--- src/rtl/vga_timing_pkg.sv ---
// Video mode constants and total-size helper for the timing generator.
// Pure constants: no logic, no latency.
package vga_timing_pkg;

  typedef struct packed {
    int   h_active;
    int   h_fp;
    int   h_sync;
    int   h_bp;
    int   v_active;
    int   v_fp;
    int   v_sync;
    int   v_bp;
    logic hsync_pol;
    logic vsync_pol;
  } mode_t;

  localparam mode_t MODE_640X480 = '{h_active: 640, h_fp: 16, h_sync: 96, h_bp: 48,
                                     v_active: 480, v_fp: 10, v_sync: 2, v_bp: 33,
                                     hsync_pol: 1'b0, vsync_pol: 1'b0};

  localparam mode_t MODE_800X600 = '{h_active: 800, h_fp: 56, h_sync: 120, h_bp: 64,
                                     v_active: 600, v_fp: 37, v_sync: 6, v_bp: 23,
                                     hsync_pol: 1'b1, vsync_pol: 1'b1};

  // Tiny mode so a whole frame (14 x 7) fits in a short simulation.
  localparam mode_t MODE_SIM = '{h_active: 8, h_fp: 2, h_sync: 2, h_bp: 2,
                                 v_active: 4, v_fp: 1, v_sync: 1, v_bp: 1,
                                 hsync_pol: 1'b0, vsync_pol: 1'b0};

  function automatic int mode_total(input int active, input int fp, input int sync, input int bp);
    return active + fp + sync + bp;
  endfunction

endpackage

--- src/rtl/vga_pos_counter.sv ---
// Wrapping x/y position counter advancing on ce; exposes next-state and registered position.
// Latency 1 clock; ce=0 holds the position.
module vga_pos_counter #(
  parameter int CW      = 12,
  parameter int X_TOTAL = 800,
  parameter int Y_TOTAL = 525,
  parameter int X_START = 0,
  parameter int Y_START = 0
) (
  input  logic          clk,
  input  logic          rst_n,
  input  logic          ce,
  output logic [CW-1:0] x_q,
  output logic [CW-1:0] y_q,
  output logic [CW-1:0] x_d,
  output logic [CW-1:0] y_d
);

  localparam logic [CW-1:0] X_LAST = CW'(X_TOTAL - 1);
  localparam logic [CW-1:0] Y_LAST = CW'(Y_TOTAL - 1);
  localparam logic [CW-1:0] ONE    = CW'(1);

  always_comb begin
    x_d = x_q;
    y_d = y_q;
    if (ce) begin
      if (x_q == X_LAST) begin
        x_d = '0;
        y_d = (y_q == Y_LAST) ? '0 : y_q + ONE;
      end else begin
        x_d = x_q + ONE;
      end
    end
  end

  always_ff @(posedge clk or negedge rst_n) begin
    if (!rst_n) begin
      x_q <= CW'(X_START);
      y_q <= CW'(Y_START);
    end else begin
      x_q <= x_d;
      y_q <= y_d;
    end
  end

endmodule

--- src/rtl/vga_timing_gen.sv ---
// Video timing generator: beam counters, syncs, strobes and a look-ahead fetch position.
// All outputs registered, 1 clock after a pix_ce edge; pix_ce=0 freezes every output.
module vga_timing_gen
  import vga_timing_pkg::*;
#(
  parameter int   H_ACTIVE  = MODE_640X480.h_active,
  parameter int   H_FP      = MODE_640X480.h_fp,
  parameter int   H_SYNC    = MODE_640X480.h_sync,
  parameter int   H_BP      = MODE_640X480.h_bp,
  parameter int   V_ACTIVE  = MODE_640X480.v_active,
  parameter int   V_FP      = MODE_640X480.v_fp,
  parameter int   V_SYNC    = MODE_640X480.v_sync,
  parameter int   V_BP      = MODE_640X480.v_bp,
  parameter logic HSYNC_POL = MODE_640X480.hsync_pol,
  parameter logic VSYNC_POL = MODE_640X480.vsync_pol,
  parameter int   PREFETCH  = 2,
  parameter int   CW        = 12
) (
  input  logic          clk_25mhz,
  input  logic          resetn,
  input  logic          pix_ce,
  output logic [CW-1:0] hpos,
  output logic [CW-1:0] vpos,
  output logic          hsync,
  output logic          vsync,
  output logic          display_valid,
  output logic          line_start,
  output logic          frame_start,
  output logic [CW-1:0] fetch_x,
  output logic [CW-1:0] fetch_y,
  output logic          fetch_valid
);

  localparam int H_TOTAL = mode_total(H_ACTIVE, H_FP, H_SYNC, H_BP);
  localparam int V_TOTAL = mode_total(V_ACTIVE, V_FP, V_SYNC, V_BP);

  localparam logic [CW-1:0] HA    = CW'(H_ACTIVE);
  localparam logic [CW-1:0] VA    = CW'(V_ACTIVE);
  localparam logic [CW-1:0] HS_LO = CW'(H_ACTIVE + H_FP);
  localparam logic [CW-1:0] HS_HI = CW'(H_ACTIVE + H_FP + H_SYNC);
  localparam logic [CW-1:0] VS_LO = CW'(V_ACTIVE + V_FP);
  localparam logic [CW-1:0] VS_HI = CW'(V_ACTIVE + V_FP + V_SYNC);

  logic [CW-1:0] beam_x_q, beam_y_q, beam_x_d, beam_y_d;
  logic [CW-1:0] fetch_x_q, fetch_y_q, fetch_x_d, fetch_y_d;

  vga_pos_counter #(
    .CW(CW), .X_TOTAL(H_TOTAL), .Y_TOTAL(V_TOTAL), .X_START(0), .Y_START(0)
  ) u_beam (
    .clk(clk_25mhz), .rst_n(resetn), .ce(pix_ce),
    .x_q(beam_x_q), .y_q(beam_y_q), .x_d(beam_x_d), .y_d(beam_y_d)
  );

  // Same counter started PREFETCH pixels ahead; it wraps lines/frames on its own.
  vga_pos_counter #(
    .CW(CW), .X_TOTAL(H_TOTAL), .Y_TOTAL(V_TOTAL), .X_START(PREFETCH), .Y_START(0)
  ) u_fetch (
    .clk(clk_25mhz), .rst_n(resetn), .ce(pix_ce),
    .x_q(fetch_x_q), .y_q(fetch_y_q), .x_d(fetch_x_d), .y_d(fetch_y_d)
  );

  logic hsync_d, vsync_d, display_valid_d, line_start_d, frame_start_d, fetch_valid_d;
  logic hsync_q, vsync_q, display_valid_q, line_start_q, frame_start_q, fetch_valid_q;

  // Decoding the next position keeps the registered flags aligned with hpos/vpos.
  always_comb begin
    hsync_d         = ((beam_x_d >= HS_LO) && (beam_x_d < HS_HI)) ? HSYNC_POL : ~HSYNC_POL;
    vsync_d         = ((beam_y_d >= VS_LO) && (beam_y_d < VS_HI)) ? VSYNC_POL : ~VSYNC_POL;
    display_valid_d = (beam_x_d < HA) && (beam_y_d < VA);
    line_start_d    = (beam_x_d == '0);
    frame_start_d   = (beam_x_d == '0) && (beam_y_d == '0);
    fetch_valid_d   = (fetch_x_d < HA) && (fetch_y_d < VA);
  end

  always_ff @(posedge clk_25mhz or negedge resetn) begin
    if (!resetn) begin
      hsync_q         <= ~HSYNC_POL;
      vsync_q         <= ~VSYNC_POL;
      display_valid_q <= 1'b1;
      line_start_q    <= 1'b1;
      frame_start_q   <= 1'b1;
      fetch_valid_q   <= (PREFETCH < H_ACTIVE);
    end else begin
      hsync_q         <= hsync_d;
      vsync_q         <= vsync_d;
      display_valid_q <= display_valid_d;
      line_start_q    <= line_start_d;
      frame_start_q   <= frame_start_d;
      fetch_valid_q   <= fetch_valid_d;
    end
  end

  assign hpos          = beam_x_q;
  assign vpos          = beam_y_q;
  assign fetch_x       = fetch_x_q;
  assign fetch_y       = fetch_y_q;
  assign hsync         = hsync_q;
  assign vsync         = vsync_q;
  assign display_valid = display_valid_q;
  assign line_start    = line_start_q;
  assign frame_start   = frame_start_q;
  assign fetch_valid   = fetch_valid_q;

endmodule

--- config.mk ---
export PLATFORM = sky130hd
export DESIGN_NAME = vga_timing_gen
export DESIGN_NICKNAME = d
export VERILOG_FILES = /design/src/rtl/vga_timing_pkg.sv /design/src/rtl/vga_pos_counter.sv /design/src/rtl/vga_timing_gen.sv
export SDC_FILE = /design/constraint.sdc
export NUM_CORES = 1
export LEC_CHECK = 0
export BUFFER_PORTS_ARGS = -buffer_cell sky130_fd_sc_hd__buf_2
export CAP_MARGIN = 20
export CORE_AREA = 2 2 78 80
export CTS_CLUSTER_DIAMETER = 100
export DETAILED_ROUTE_END_ITERATION = 7
export DIE_AREA = 0 0 80 82
export GPL_TIMING_DRIVEN = 0
export PLACE_DENSITY = 0.82
export SLEW_MARGIN = 20
export SYNTH_ARGS = -nofsm -noshare
export SYNTH_HDL_FRONTEND = slang
export SYNTH_SLANG_ARGS = --single-unit
--- constraint.sdc ---
create_clock -name clk_25mhz -period 4.25 [get_ports clk_25mhz]
set_input_delay 0.6375 -clock clk_25mhz [delete_from_list [all_inputs] [get_ports clk_25mhz]]
set_output_delay 0.6375 -clock clk_25mhz [all_outputs]
set_load 0.01 [all_outputs]
==> results_dict.tcl <==
set metrics [dict create \
    hold_viol 0 \
    setup_violations 0 \
    worst_setup_path_start_kind "flop" \
    ys_warn_count 0 \
    crit_slowest_cell "or4_4" \
    worstSetupPathType "flop to flop" \
    slew_viol_final 0 \
    relSlewSlack 0.547 \
    power_switching_share 0.333 \
    wl_per_cell_um 15.4 \
    drc_errors 0 \
    grt_setup_unrepaired "no" \
    nets 389 \
    seqCellArea_um2 1360 \
    power.share.clock 0.242 \
    fillers 497 \
    p_leak_uw 0.00166 \
    synth_cell_types 63 \
    ys_async_sr_fraction 1.00 \
    fin_area_um2 3550 \
    drt_iter0_drc 151 \
    num_rows 28 \
    yosysTopAreaCell "dfrtp_1" \
    area_growth_pct 15.3 \
    fin_crit_ns 2.79 \
    wirelength_um 7010 \
    antenna_cells 0 \
    synth-seq-cells 54 \
    ios 57 \
    clock.fmax_mhz 359 \
    critPathMaxStageDelay_ns 0.51 \
    worst_slack_ns 1.46 \
    synth_cells 317 \
    pre_cts_ws_ns 1.36 \
    maxCapViolations 0 \
    post_dp_cell_area_um2 3460 \
    pwr_density_cell_nw_per_um2 350 \
    cts_buffer_depth 2 \
    switchingPower_uw 414 \
    final_layout_size_suffix_gt1_frac 0.234 \
    synth_edf_count 0 \
    ir_worst_vdd_v 0.000183 \
    setup-tns-final_ns 0 \
    htreeDepth 2 \
    postCtsHoldBufs 0 \
    final_cell_mix "buf_2 (55), dfrtp_1 (47), nand2_1 (32), nand3_1 (23), xnor2_1 (16)" \
    grt_usage 0.220 \
    path_cells "ha_1 -> and2_1 -> nand4_2 -> a21oi_1 -> or4b_1 -> or4_4 -> nor4_2" \
    synth_ff_type "dfrtp_1" \
    ys_top_cells_by_area "dfrtp_1 (38%), dfstp_2 (6.0%), xnor2_1 (4.5%)" \
    num_vias 2719 \
    drtPass1Iterations 5 \
    cp_data_required_time_ns 4.47 \
    ant_nets 0 \
    cts_made_buffers 5 \
    cts_tree "done" \
    crit_fanout 8 \
    tightest_slew_ns 0.679 \
    ys_seq_area_frac 0.441 \
    worst-path-buf-inv 0 \
    power_uw 1240 \
    synthesis.area_um2 3080 \
    internal_power_uw 831 \
    die_y_um 82 \
    finalCritPeriodShare 0.656 \
    yosysTopAreaCellShare 0.381 \
    run_status "finished clean" \
    post_cts_resized 0 \
    viasPerCell 5.96 \
    hpwl_um 5100 \
    path_clk_slew_ns 0.10 \
    multi_input_area_um2 1640 \
    endpoint_kind "flop" \
    die_x_um 80 \
    grt_pass1_vias 2430 \
    final_cell_count_no_fill 456 \
    dieArea_um2 6560 \
    crit_family "simple AND/OR/NAND/NOR gates" \
    mostFrequentLayoutCell "buf_2" \
    fin_worst_skew_ns 0.00546 \
    cts_setup_buffers 0 \
    syn_nets 326 \
    grt_start_max_net_pins 55 \
    seqPwrFrac 0.527 \
    hp-class "primary input to async pin" \
    gp_congestion 0.910 \
    grt_pass1_wl_um 11300 \
    cp.arrival_ns 3.00 \
    cts_root_buf "clkbuf_8" \
    dp_cells 448 \
    coreArea_um2 5750 \
    initial_core_util 0.537 \
    comb_power_share 0.231 \
    antenna_found_initial 0 \
    numPortBuffers 56 \
    grt_overflow_total 0 \
    clock_latency_ns 0.30 \
    clkSinkCount 54 \
    avgSynthCellArea_um2 9.73 \
]
[per-stage QoR]
| stage | utilization | hold slack [ns] |
|---|---|---|
| floorplan | - | 0.342 |
| global placement | 0.602 | 0.482 |
| detailed placement | 0.602 | 0.495 |
| CTS | 0.619 | 0.384 |
| global route | 0.619 | 0.416 |
| finish | 0.619 | 0.351 |
[metal layers]
| layer | vias to the layer above | part of all wire | global-route usage |
|---|---|---|---|
| met1 | 1310 | 0.44 | 0.279 |
| li1 | 1296 | - | - |
| met4 | 0 | 0.012 | 0.0695 |
| met5 | - | 0 | 0 |
| met3 | 8 | 0.067 | 0.0516 |
| met2 | 105 | 0.48 | 0.373 |
[cell type report]
| class | count | area share |
|---|---|---|
| buffer | 6 | 0.00845 |
| clock buffer | 6 | 0.0232 |
| clock inverter | 2 | 0.00352 |
| inverter | 15 | 0.0158 |
| multi-input combinational | 242 | 0.460 |
| sequential | 54 | 0.383 |
| tap | 75 | 0.0264 |
| timing repair buffer | 56 | 0.0795 |
[Yosys cell counts (3+ instances only)]
library cell	number
a21oi_1	9
a31oi_1	3
and2_1	3
and3_1	6
clkbuf_1	5
dfrtp_1	47
dfstp_2	7
ha_1	6
inv_1	14
nand2_1	32
nand2b_1	3
nand3_1	23
nand4_1	11
nor2_1	15
nor2b_1	4
nor3_1	13
nor3b_1	5
nor4_1	6
nor4b_1	4
o21ai_0	13
o31ai_1	4
or3_1	7
xnor2_1	16
xor2_1	12
[power groups by stage]
stage	clock network (uW)	logic, uW	registers [uW]
2_1_floorplan	0	155	681
3_3_place_gp	0	281	662
3_5_place_dp	0	290	665
4_1_cts	310	291	655
5_1_grt	327	320	666
6_report	301	287	657
[sequential cells by signal, summed over array words and instances (netlist names)]
register,cells
frame_start,1
display_valid,1
line_start,1
u_fetch.x_q,12
u_beam.y_q,12
hsync,1
fetch_valid,1
u_fetch.y_q,12
u_beam.x_q,12
vsync,1
[cell families after synthesis]
group	synth area share
buffers and inverters	0.0280
adders and majority gates	0.0244
muxes	0.0101
xor gates and xnor gates	0.0848
and+or+nand+nor	0.307
DFF	0.441
AOI/OAI and AO/OA	0.105
[final timing paths]
check | startpoint | to | slack, ns | cells past startpoint
max reg2reg | u_beam.x_q[0] | frame_start | 1.46 | 7
max | u_beam.x_q[0] | frame_start | 1.46 | 7
min | resetn | u_beam.x_q[4] | 0.35 | 1
min in group clk_25mhz | u_fetch.x_q[4] | u_fetch.x_q[4] | 0.51 | 1
max in group asynchronous | resetn | u_beam.x_q[3] | 3.43 | 1
min reg2reg | u_fetch.x_q[4] | u_fetch.x_q[4] | 0.51 | 1
Note: power is estimated with default switching activity, not from simulation.
